--- config.mk ---
export PLATFORM = sky130hd
export DESIGN_NAME = flip_monitor
export DESIGN_NICKNAME = d
export VERILOG_FILES = /design/src/rtl/tile_flip_pkg.sv /design/src/rtl/bcd_sat_adder.sv /design/src/rtl/flip_monitor.sv
export SDC_FILE = /design/constraint.sdc
export NUM_CORES = 1
export LEC_CHECK = 0
export CELL_PAD_IN_SITES_DETAIL_PLACEMENT = 2
export CELL_PAD_IN_SITES_GLOBAL_PLACEMENT = 2
export CORE_MARGIN = 5
export CORE_UTILIZATION = 37
export CTS_CLUSTER_DIAMETER = 150
export DETAILED_ROUTE_END_ITERATION = 8
export GPL_TIMING_DRIVEN = 0
export PLACE_DENSITY_LB_ADDON = 0.1
export SYNTH_ARGS = -nofsm -noshare
export SYNTH_HDL_FRONTEND = slang
export SYNTH_HIERARCHICAL = 1
export SYNTH_SLANG_ARGS = --single-unit
--- constraint.sdc ---
create_clock -name clk -period 17.9 [get_ports clk]
set_input_delay 2.685 -clock clk [delete_from_list [all_inputs] [get_ports clk]]
set_output_delay 2.685 -clock clk [all_outputs]
set_load 0.05 [all_outputs]
--- src/rtl/tile_flip_pkg.sv ---
// Shared definitions for the tile-flip monitor.
// Holds the FSM state encoding, tile count, BCD saturation limit and two small
// bit-vector helpers (population count and lowest set bit).
package tile_flip_pkg;

  localparam int unsigned NUM_TILES = 16;
  localparam logic [15:0] BCD_MAX  = 16'h9999;

  typedef enum logic [1:0] {
    StIdle,
    StPlaying,
    StWon
  } flip_state_e;

  // Number of set bits in a tile vector (0..16).
  function automatic logic [4:0] popcount16(input logic [15:0] v);
    logic [4:0] cnt;
    cnt = '0;
    for (int i = 0; i < 16; i++) begin
      cnt = cnt + {4'd0, v[i]};
    end
    return cnt;
  endfunction

  // Index of the lowest set bit; 0 when the vector is empty.
  function automatic logic [3:0] lowest_set(input logic [15:0] v);
    logic [3:0] idx;
    idx = '0;
    for (int i = 15; i >= 0; i--) begin
      if (v[i]) idx = 4'(i);
    end
    return idx;
  endfunction

endpackage

--- src/rtl/bcd_sat_adder.sv ---
// Four-digit BCD adder with saturation.
// Adds a small binary increment (0..31) to a 16-bit packed-BCD value and clamps
// the result at 9999 instead of wrapping.
//   bcd_i  : current value, four BCD digits, [15:12] thousands
//   inc_i  : binary increment
//   sum_o  : saturated BCD sum
module bcd_sat_adder
  import tile_flip_pkg::*;
(
  input  logic [15:0] bcd_i,
  input  logic [4:0]  inc_i,
  output logic [15:0] sum_o
);

  logic [3:0]  inc_ones;
  logic [3:0]  inc_tens;
  logic [15:0] sum_raw;
  logic        carry_out;

  // Split the binary increment into tens/ones BCD digits.
  always_comb begin
    logic [4:0] tmp;
    tmp      = '0;
    inc_ones = inc_i[3:0];
    inc_tens = 4'd0;
    if (inc_i >= 5'd30) begin
      tmp      = inc_i - 5'd30;
      inc_ones = tmp[3:0];
      inc_tens = 4'd3;
    end else if (inc_i >= 5'd20) begin
      tmp      = inc_i - 5'd20;
      inc_ones = tmp[3:0];
      inc_tens = 4'd2;
    end else if (inc_i >= 5'd10) begin
      tmp      = inc_i - 5'd10;
      inc_ones = tmp[3:0];
      inc_tens = 4'd1;
    end
  end

  // Ripple through the four digits with decimal carry.
  always_comb begin
    logic [4:0] dsum;
    logic [4:0] dfix;
    logic [3:0] addend;
    logic       carry;
    sum_raw = '0;
    carry   = 1'b0;
    dsum    = '0;
    dfix    = '0;
    for (int i = 0; i < 4; i++) begin
      if (i == 0)      addend = inc_ones;
      else if (i == 1) addend = inc_tens;
      else             addend = 4'd0;
      dsum = {1'b0, bcd_i[4*i +: 4]} + {1'b0, addend} + {4'd0, carry};
      if (dsum > 5'd9) begin
        dfix  = dsum - 5'd10;
        carry = 1'b1;
      end else begin
        dfix  = dsum;
        carry = 1'b0;
      end
      sum_raw[4*i +: 4] = dfix[3:0];
    end
    carry_out = carry;
  end

  assign sum_o = carry_out ? BCD_MAX : sum_raw;

endmodule

--- src/rtl/flip_monitor.sv ---
// Tile-flip game monitor.
// Debounces the 16 tile states, accepts a change once it has been seen for
// SETTLE_CYCLES consecutive samples, counts flipped tiles as a saturating BCD
// move counter and detects reaching the level's target pattern.
//   clk, reset  : clock and synchronous active-high reset
//   start       : pulse that begins/restarts a round
//   states      : live tile states, bit i is tile i
//   target      : winning pattern, only looked at when a change is accepted
//   move_bcd    : moves so far, four BCD digits
//   flip_pulse  : one-cycle strobe per accepted change
//   flip_index  : lowest tile of the last accepted change
//   playing/won : FSM status
module flip_monitor
  import tile_flip_pkg::*;
#(
  parameter int unsigned SETTLE_CYCLES = 4
) (
  input  logic                 clk,
  input  logic                 reset,
  input  logic                 start,
  input  logic [NUM_TILES-1:0] states,
  input  logic [NUM_TILES-1:0] target,
  output logic [15:0]          move_bcd,
  output logic                 flip_pulse,
  output logic [3:0]           flip_index,
  output logic                 playing,
  output logic                 won
);

  localparam logic [8:0] SettleW = 9'(SETTLE_CYCLES);

  flip_state_e          state_q, state_d;
  logic [NUM_TILES-1:0] committed_q, committed_d;
  logic [NUM_TILES-1:0] cand_q, cand_d;
  logic [7:0]           cnt_q, cnt_d;
  logic [15:0]          move_q, move_d;
  logic                 pulse_q, pulse_d;
  logic [3:0]           index_q, index_d;
  logic                 playing_q, playing_d;
  logic                 won_q, won_d;

  logic [NUM_TILES-1:0] diff;
  logic [4:0]           diff_cnt;
  logic [15:0]          move_sum;
  logic [8:0]           sample_cnt;
  logic                 commit;

  assign diff     = states ^ committed_q;
  assign diff_cnt = popcount16(diff);

  // cnt_q holds how many identical samples of cand_q have been seen so far;
  // sample_cnt includes the current cycle, so a value held from cycle t
  // reaches SETTLE_CYCLES in cycle t+SETTLE_CYCLES-1 and commits on that edge.
  assign sample_cnt = (states == cand_q) ? ({1'b0, cnt_q} + 9'd1) : 9'd1;
  assign commit     = (sample_cnt == SettleW) && (diff != '0);

  bcd_sat_adder u_adder (
    .bcd_i (move_q),
    .inc_i (diff_cnt),
    .sum_o (move_sum)
  );

  always_comb begin
    state_d     = state_q;
    committed_d = committed_q;
    cand_d      = cand_q;
    cnt_d       = cnt_q;
    move_d      = move_q;
    pulse_d     = 1'b0;
    index_d     = index_q;

    unique case (state_q)
      StIdle, StWon: begin
        if (start) begin
          state_d     = StPlaying;
          committed_d = states;
          cand_d      = states;
          cnt_d       = '0;
          move_d      = '0;
        end
      end
      StPlaying: begin
        if (start) begin
          // Restart wins over any commit due on this edge.
          committed_d = states;
          cand_d      = states;
          cnt_d       = '0;
          move_d      = '0;
        end else begin
          cand_d = states;
          cnt_d  = (sample_cnt > SettleW) ? SettleW[7:0] : sample_cnt[7:0];
          if (commit) begin
            committed_d = states;
            pulse_d     = 1'b1;
            index_d     = lowest_set(diff);
            move_d      = move_sum;
            if (states == target) state_d = StWon;
          end
        end
      end
      default: state_d = StIdle;
    endcase

    playing_d = (state_d == StPlaying);
    won_d     = (state_d == StWon);
  end

  always_ff @(posedge clk) begin
    if (reset) begin
      state_q     <= StIdle;
      committed_q <= '0;
      cand_q      <= '0;
      cnt_q       <= '0;
      move_q      <= '0;
      pulse_q     <= 1'b0;
      index_q     <= '0;
      playing_q   <= 1'b0;
      won_q       <= 1'b0;
    end else begin
      state_q     <= state_d;
      committed_q <= committed_d;
      cand_q      <= cand_d;
      cnt_q       <= cnt_d;
      move_q      <= move_d;
      pulse_q     <= pulse_d;
      index_q     <= index_d;
      playing_q   <= playing_d;
      won_q       <= won_d;
    end
  end

  assign move_bcd   = move_q;
  assign flip_pulse = pulse_q;
  assign flip_index = index_q;
  assign playing    = playing_q;
  assign won        = won_q;

endmodule
==> results of run 1 <==
[registers in the layout, indices dropped and copies added, names as in the netlist]
signal / flops
won: 1
cand_q: 16
cnt_q: 8
move_bcd: 16
state_q: 2
flip_index: 4
committed_q: 16
flip_pulse: 1
playing: 1
[cell type report]
type	instances	area (um2)
Fill cell	1410	6790
Tap cell	172	215
Clock inverter	7	46.3
Multi-Input combinational cell	419	3100
Sequential cell	65	1300
Clock buffer	9	225
Buffer	24	161
Timing Repair Buffer	57	571
Inverter	42	158
[cells by family after synthesis]
group / Yosys count / synth area share [%]
simple gates: 183 / 20.6
compound gates: 117 / 16.5
buf+inv: 66 / 6.76
flops: 65 / 27.6
xor+xnor: 60 / 11.9
fa+ha+maj: 37 / 11.9
mux: 22 / 4.67
[worst reg2reg max path, delay by kind of cell, from the launching register on]
family | cells | cell delay, ps
XOR/XNOR | 3 | 1110
buffers and inverters | 11 | 1600
AO/OA/AOI/OAI | 12 | 2430
adder cells (fa/ha/maj) | 14 | 5200
flip-flops | 1 | 320
AND/OR/NAND/NOR | 4 | 510
[worst min path at each step]
stage,start,to,depth (start not counted)
6_report,cand_q[10]$_SDFFE_PP0P_,cand_q[10]$_SDFFE_PP0P_,2
5_1_grt,cand_q[10]$_SDFFE_PP0P_,cand_q[10]$_SDFFE_PP0P_,2
4_1_cts,cand_q[10]$_SDFFE_PP0P_,cand_q[10]$_SDFFE_PP0P_,2
3_5_place_dp,cand_q[10]$_SDFFE_PP0P_,cand_q[10]$_SDFFE_PP0P_,2
3_3_place_gp,cand_q[14]$_SDFFE_PP0P_,cand_q[14]$_SDFFE_PP0P_,2
2_1_floorplan,cnt_q[7]$_SDFFE_PP0P_,cnt_q[7]$_SDFFE_PP0P_,1
[metrics by stage]
stage	hold slack [ps]	util (%)
after floorplan	446	-
after global placement	455	43.8
after detailed placement	468	43.8
after CTS	475	45.9
after global routing	500	45.9
final	472	45.9
[layer usage]
layer	up-vias	global-route usage [%]
met1	2101	22.7
li1	2022	-
met3	15	4.21
met2	79	38.2
met5	-	0
met4	0	5.25
[cell usage in the layout (no fill, tap or decap), types with 4 or more instances in the layout]
cell             instances
nor2b_1                  6
nor2_1                  24
a21oi_1                 32
nand2_1                 52
buf_2                    4
nor3_1                  10
and2_1                   7
inv_1                   40
clkdlybuf4s50_1         57
dfxtp_1                 65
o21ai_0                 18
ha_1                    24
xnor2_2                  4
a211oi_1                 4
a22o_1                  16
or2_2                    7
nand2b_1                33
a21o_1                   5
fa_1                    13
o21a_1                   4
nand4_1                 14
clkbuf_16                9
mux2i_1                 22
xor2_1                   7
a31oi_1                 11
xnor2_1                 48
clkbuf_1                14
nand3_1                  9
[where the power goes]
group	switching [mW]	internal (mW)	total (mW)
Combinational	0.441	0.316	0.756
Clock	0.0697	0.0933	0.163
Sequential	0.00407	0.150	0.154
==> impl_metrics.ini, run 1 <==
[status]
outcome = finished clean

[worst_setup_path]
worstReg2RegStart = committed_q[1]$_SDFFE_PP0P_
timing.rr.end = move_bcd[5]$_SDFFE_PP0P_
crit_cells = 45
startpoint_type = primary input
crit_path_max_fanout = 10
cpMaxStageDelayCell = clkdlybuf4s50_1
critPathLaunch = states[0]
slowest_delay_ps = 610
crit_arrival_ps = 14220
crit_buf_inv = 12
critPathTopFamily = adder cells
critPathCaptureType = flop
r2r_slack_ps = 6610
worstRegToRegCells = 44
cp.required_ps = 18130
path_class = primary input to flop
setup.worst_path.end = move_bcd[5]$_SDFFE_PP0P_

[timing]
period_needed_ps = 14000
worst_slack_ps = 3900
rsz0062_at_grt = no
skew_ps = 8.85
fin_setup_tns_ps = 0
drv_slew = 0
timing.fmax_mhz = 71.4
finalSetupViolCount = 0
fin_crit_sh_pct = 78.2
maxSlewHeadroom_pct = 33.0
hold_viol_final = 0
worst_slew_pin_slew_ps = 1010

[synthesis]
yosysSeqAreaShare_pct = 27.6
avgSynthCellArea_um2 = 8.58
ys_warn_count = 6
synth-async-reset-ratio_pct = 0
synthDistinctLibCells = 63
syn_nets = 622
synthCells = 550
yosysTopAreaCellShare_pct = 27.6
synth_flop_cell = dfxtp_1
ys_ff_latch = 65
synthTopCellsByArea = dfxtp_1 (28%), xnor2_1 (8.9%), ha_1 (6.4%)
synth.most_common_cell = dfxtp_1
syn-cell-area_mm2 = 0.00472
synth_top_area_cell = dfxtp_1
synth-edff-count = 0
netlist_top_cells_count = dfxtp_1 (65), nand2_1 (52), xnor2_1 (48)

[finish]
drive_above_1_share_pct = 7.54
n_antenna_cell = 0
stdcell_count = 795
final_area_mm2 = 0.00577
num-nets-final = 690
area_growth_pct = 22.4

[clock_network]
cts_buffers = 9
post_cts.repair.setup_buffers = 0
cts_sinks = 65
clk_path_buf_depth = 2
clock_latency_ps = 340
hold_buffers = 0
ctsResizeCount = 0
cts_root_buf = clkbuf_16
h-tree-depth = 3
tritoncts = built
path_clk_slew_ps = 60

[global_route]
grt_max_degree = 13
grt_pass1_vias = 4686
grt_pass1_wl_mm = 23.8
track_usage_pct = 20.1
gr-total-overflow = 0
grt_antenna_before_repair = 0

[pwr]
vdd_drop_max_mv = 0.153
power.density_mw_per_mm2 = 186
p_leak_nw = 2.29
design_power_total_mw = 1.07

[run]
max_cap_violations = 0

[floorplanning]
start_util_pct = 37.5
die-area_mm2 = 0.0151
pin_count = 58
row_count = 41
die_w_um = 123
die-height_um = 123
core-area_mm2 = 0.0126

[routing]
dr_wl_met2_mm = 7.78
wl_met3_um = 493
drt_wl_total_mm = 14.5
drtIter0Drc = 152
num_vias = 4217
wl_met1_mm = 6.02
post_drt_wl_per_cell_um = 18.3
detail-route-antenna-nets = 0
dr.pass1.iters = 4
drc = 0
via_per_inst = 5.30
highest_layer = met4

[placement]
hpwl_mm = 11.4
place_congestion = 0.835
dp_cells = 779
dpl_cell_area_mm2 = 0.00550
pre_cts_slack_ps = 3540
io_buffers = 57

[min_path]
worstHoldPathType = flop to flop
Power figures use the tool's default switching activity.
==> run 2, diff against run 1 <==
--- a/config.mk
+++ b/config.mk
@@ -8,7 +8,7 @@
 export CELL_PAD_IN_SITES_DETAIL_PLACEMENT = 2
 export CELL_PAD_IN_SITES_GLOBAL_PLACEMENT = 2
 export CORE_MARGIN = 5
-export CORE_UTILIZATION = 37
+export CORE_UTILIZATION = 31
 export CTS_CLUSTER_DIAMETER = 150
 export DETAILED_ROUTE_END_ITERATION = 8
 export GPL_TIMING_DRIVEN = 0
==> constraint.sdc (replaced) <==
create_clock -name clk -period 12.79 [get_ports clk]
set_input_delay 1.9185 -clock clk [delete_from_list [all_inputs] [get_ports clk]]
set_output_delay 1.9185 -clock clk [all_outputs]
set_load 0.05 [all_outputs]
==> run 2 against run 1 <==
Register-to-register slack worse by 4300 ps. Sequential power is 40% higher. Non-clock buffer count is 4 higher. Utilization is 6.5 points lower. Routed wire length is 2.0% higher. Worst setup slack worse by 3300 ps. Sequential share of layout area is 0.66 points lower. Via count is 0.69% lower. Critical path type unchanged. Largest power group unchanged.
==> impl_metrics.ini, run 2 (synthesis gave the netlist of run 1 again) <==
[status]
outcome = finished clean

[finish]
layout_commonest_cell = dfxtp_1
final_core_util_pct = 39.4
num-nets-final = 694
n_antenna_cell = 0
final_cell_mix = dfxtp_1 (65), nand2_1 (52), clkdlybuf4s50_1 (49)
drive_above_1_share_pct = 11.0
area_growth_pct = 26.1
fillers = 1704
final_area_mm2 = 0.00595
stdcell_count = 815

[worst_setup_path]
critPathCaptureType = flop
worstRegToRegCells = 44
cpMaxStageDelayCell = fa_2
critPathTopFamily = adder cells
crit_top_cell = inv_1
crit_path_max_fanout = 10
crit_buf_inv = 13
r2r_slack_ps = 2270
worstReg2RegStart = committed_q[0]$_SDFFE_PP0P_
timing.rr.end = move_bcd[0]$_SDFFE_PP0P_
path_class = primary input to flop
slowest_delay_ps = 580
cp.required_ps = 13020
startpoint_type = primary input
crit_arrival_ps = 12380

[timing]
skew_ps = 7.48
fin_crit_sh_pct = 95.0
period_needed_ps = 12150
worst_slew_pin_slew_ps = 921
drv_slew = 0
finalSetupViolCount = 0
rsz0062_at_grt = no
timing.fmax_mhz = 82.3
hold_ws_ps = 470
fin_setup_tns_ps = 0
hold_viol_final = 0
worst_slack_ps = 638
maxSlewHeadroom_pct = 38.6

[clock_network]
path_clk_slew_ps = 60
h-tree-depth = 3
cts_sinks = 65
hold_buffers = 0
tritoncts = built
clk_path_buf_depth = 2
clock_latency_ps = 340
cts_buffers = 9
cts_root_buf = clkbuf_16

[floorplanning]
die-area_mm2 = 0.0178
die-height_um = 133
start_util_pct = 31.3
pin_count = 58
core-area_mm2 = 0.0151
die_w_um = 133
row_count = 45

[global_route]
track_usage_pct = 17.1
grt_pass1_wl_mm = 24.4
grt_max_degree = 12
grt_pass1_vias = 4733
gr-total-overflow = 0
grt_antenna_before_repair = 0

[pwr]
swShare_pct = 46.9
p_int_mw = 0.844
power_frac_clock_pct = 14.9
vdd_drop_max_mv = 0.181
design_power_total_mw = 1.59
p_switching_mw = 0.745
seq_power_share_pct = 13.6
p_leak_nw = 2.41
p_comb_share_pct = 71.5
power.density_mw_per_mm2 = 267

[run]
max_cap_violations = 0

[routing]
via_per_inst = 5.14
post_drt_wl_per_cell_um = 18.2
dr.pass1.iters = 4
num_vias = 4188
detail-route-antenna-nets = 0
drtIter0Drc = 118
drt_wl_total_mm = 14.8
drc = 0

[placement]
dpl_cell_area_mm2 = 0.00552
hpwl_mm = 11.7
pre_cts_slack_ps = -888
io_buffers = 57
place_congestion = 0.817
dp_cells = 795

[min_path]
worstHoldEndpoint = cand_q[1]$_SDFFE_PP0P_
worstHoldPathType = flop to flop
holdPathStages = 2
min_from = cand_q[1]$_SDFFE_PP0P_
[run 2: routing by layer]
metal  vias up  wire (um)  GRT usage, %
met1      2070       6300          19.5
met4         0        310          4.80
met3        16        491          4.04
li1       2029          -             -
met5         -          0             0
met2        73       7720          31.8
[run 2: final cells by class]
| class | instances | area (um2) | area share, % |
|---|---|---|---|
| plain buffers | 22 | 155 | 2.61 |
| clock inverters | 5 | 30.0 | 0.505 |
| well taps | 188 | 235 | 3.95 |
| repair buffers | 63 | 624 | 10.5 |
| clock buffers | 11 | 253 | 4.25 |
| flip-flops and latches | 65 | 1300 | 21.9 |
| inverters | 42 | 158 | 2.65 |
| multi-input cells | 419 | 3190 | 53.7 |
[run 2: worst min-delay path, cell delays in order (launching register included)]
cell	delay (ps)
dfxtp_1	320
nand2_1	60
a21oi_1	50
[run 2: worst max-delay path by stage]
stage	start	to	slack (ps)	depth (start not counted)
2_1_floorplan	states[0]	move_bcd[4]$_SDFFE_PP0P_	1370	44
3_3_place_gp	states[0]	move_bcd[5]$_SDFFE_PP0P_	-550	45
3_5_place_dp	states[0]	move_bcd[5]$_SDFFE_PP0P_	-890	45
4_1_cts	states[13]	move_bcd[0]$_SDFFE_PP0P_	40	45
5_1_grt	states[0]	move_bcd[0]$_SDFFE_PP0P_	40	45
6_report	states[0]	move_bcd[0]$_SDFFE_PP0P_	640	45
[run 2: power groups by stage]
stage / logic [mW] / registers (mW) / clock network (mW)
after floorplan: 0.806 / 0.219 / 0
after global routing: 1.28 / 0.216 / 0.252
after global placement: 0.982 / 0.219 / 0
after CTS: 1.11 / 0.216 / 0.245
final: 1.14 / 0.216 / 0.237
after detailed placement: 1.07 / 0.220 / 0
[run 2: timing repair]
action / in CTS / in global routing
pin swaps: 4 / 4
gates resized for setup: 12 / 13
endpoints found under the setup margin: 14 / 15
buffers inserted: 3 / 3
==> run 3, diff against run 2 <==
--- a/config.mk
+++ b/config.mk
@@ -8,7 +8,7 @@
 export CELL_PAD_IN_SITES_DETAIL_PLACEMENT = 2
 export CELL_PAD_IN_SITES_GLOBAL_PLACEMENT = 2
 export CORE_MARGIN = 5
-export CORE_UTILIZATION = 31
+export CORE_UTILIZATION = 34
 export CTS_CLUSTER_DIAMETER = 150
 export DETAILED_ROUTE_END_ITERATION = 8
 export GPL_TIMING_DRIVEN = 0
==> constraint.sdc (replaced) <==
create_clock -name clk -period 13.2 [get_ports clk]
set_input_delay 1.98 -clock clk [delete_from_list [all_inputs] [get_ports clk]]
set_output_delay 1.98 -clock clk [all_outputs]
set_load 0.05 [all_outputs]
==> run 3 against run 2 <==
Routed wire length fell by 3.2%. Critical path depth is the same. Global-route usage increased by 0.78 points. Clock power increased by 9.7%. Cell area grew 0.48%. Worst setup slack got worse by 15 ps. Via count rose by 0.33%. Largest cell class unchanged. Highest routed layer unchanged.
==> impl_metrics.ini, run 3 (synthesis gave the netlist of run 1 again) <==
[pwr]
power.density_mw_per_mm2 = 266
p_int_mw = 0.850
p_comb_share_pct = 70.5
seq_power_share_pct = 13.2
p_leak_nw = 2.44
vdd_drop_max_mv = 0.159
swShare_pct = 46.4
p_switching_mw = 0.737
power_frac_clock_pct = 16.4

[clock_network]
cts_buffers = 9
h-tree-depth = 3
path_clk_slew_ps = 60
cts_root_buf = clkbuf_16
cts_sinks = 65
tritoncts = built
clk_path_buf_depth = 2
hold_buffers = 0
clock_latency_ps = 340

[placement]
pre_cts_slack_ps = -529
io_buffers = 57
hpwl_mm = 11.1
dp_cells = 787
place_congestion = 0.799

[timing]
fin_crit_sh_pct = 95.3
hold_viol_final = 0
skew_ps = 9.59
drv_slew = 0
maxSlewHeadroom_pct = 44.7
fin_setup_tns_ps = 0
timing.fmax_mhz = 79.5
period_needed_ps = 12580
hold_ws_ps = 474
finalSetupViolCount = 0
worst_slew_pin_slew_ps = 830
worst_slack_ps = 624

[worst_setup_path]
cpMaxStageDelayCell = clkdlybuf4s50_1
startpoint_type = primary input
timing.rr.end = move_bcd[8]$_SDFFE_PP0P_
critPathTopFamily = adder cells
cp.required_ps = 13430
slowest_delay_ps = 580
crit_top_cell = inv_1
worstRegToRegCells = 44
crit_arrival_ps = 12800
worstReg2RegStart = committed_q[7]$_SDFFE_PP0P_
path_class = primary input to flop
r2r_slack_ps = 2480
crit_path_max_fanout = 10
crit_buf_inv = 12
critPathLaunch = states[9]
critPathCaptureType = flop

[global_route]
gr-total-overflow = 0
met2_usage_pct = 33.7
grt_antenna_before_repair = 0
track_usage_pct = 17.9
gr-max-usage-layer = met2
met1_usage_pct = 20.7
grt_pass1_wl_mm = 23.5
grt_pass1_vias = 4775
grt_max_degree = 12
use_met3_pct = 3.71

[routing]
drtIter0Drc = 172
num_vias = 4202
via_per_inst = 5.21
post_drt_wl_per_cell_um = 17.8
dr.pass1.iters = 4
drt_wl_total_mm = 14.3
drc = 0
detail-route-antenna-nets = 0

[floorplanning]
die-area_mm2 = 0.0163
die_w_um = 128
row_count = 43
core-area_mm2 = 0.0137
start_util_pct = 34.4
die-height_um = 128
pin_count = 58

[finish]
stdcell_count = 807
layout_commonest_cell = dfxtp_1
final_core_util_pct = 43.6
drive_above_1_share_pct = 10.2
num-nets-final = 694
area_growth_pct = 26.7
n_antenna_cell = 0
final_cell_mix = dfxtp_1 (65), nand2_1 (52), clkdlybuf4s50_1 (52)

[min_path]
holdPathStages = 2
min_from = cand_q[9]$_SDFFE_PP0P_
worstHoldPathType = flop to flop
worstHoldEndpoint = cand_q[9]$_SDFFE_PP0P_

[run]
max_cap_violations = 0

[status]
outcome = finished clean
run 3: cell type report:
class                      count  area (um2)
tap                          180         225
multi-input combinational    419        3190
clock buffer                  11         233
fill                        1538        7740
clock inverter                 5        78.8
buffer                        21         153
sequential                    65        1300
timing repair buffer          64         636
inverter                      42         158
run 3: worst max path at each step:
| stage | slack (ps) | cells past startpoint | to |
|---|---|---|---|
| after floorplan | 1720 | 44 | move_bcd[4]$_SDFFE_PP0P_ |
| after CTS | 20 | 45 | move_bcd[8]$_SDFFE_PP0P_ |
| after global placement | -90 | 45 | move_bcd[5]$_SDFFE_PP0P_ |
| final | 620 | 45 | move_bcd[8]$_SDFFE_PP0P_ |
| after detailed placement | -530 | 45 | move_bcd[8]$_SDFFE_PP0P_ |
| after global routing | -30 | 46 | move_bcd[8]$_SDFFE_PP0P_ |
run 3: tightest hold or removal path: stages (launching register included):
cell	delay, ps
dfxtp_1	320
nand2_1	60
a21oi_1	50
run 3: power by group through the flow:
| stage | registers, mW | clock network [mW] | logic (mW) |
|---|---|---|---|
| final | 0.209 | 0.260 | 1.12 |
| after global routing | 0.210 | 0.273 | 1.26 |
| after CTS | 0.209 | 0.267 | 1.05 |
| after detailed placement | 0.213 | 0 | 1.04 |
| after global placement | 0.212 | 0 | 0.956 |
| after floorplan | 0.212 | 0 | 0.781 |
run 3: repair_timing:
| action | CTS | global route |
|---|---|---|
| hold endpoints to repair | 0 | 0 |
| resized for setup | 4 | 16 |
| pin swaps | 0 | 7 |
| endpoints found under the setup margin | 13 | 14 |
| buffers inserted | 0 | 7 |
run 3: per-layer routing:
| layer | wire length [um] | vias up |
|---|---|---|
| met5 | 0 | - |
| met4 | 187 | 0 |
| met3 | 398 | 15 |
| met2 | 7590 | 63 |
| met1 | 6170 | 2092 |
| li1 | - | 2032 |
run 3: metrics by stage:
step	total power, mW	area, um2
2_1_floorplan	0.994	4720
3_3_place_gp	1.17	5510
3_5_place_dp	1.25	5510
4_1_cts	1.53	5850
5_1_grt	1.74	5980
6_report	1.59	5980
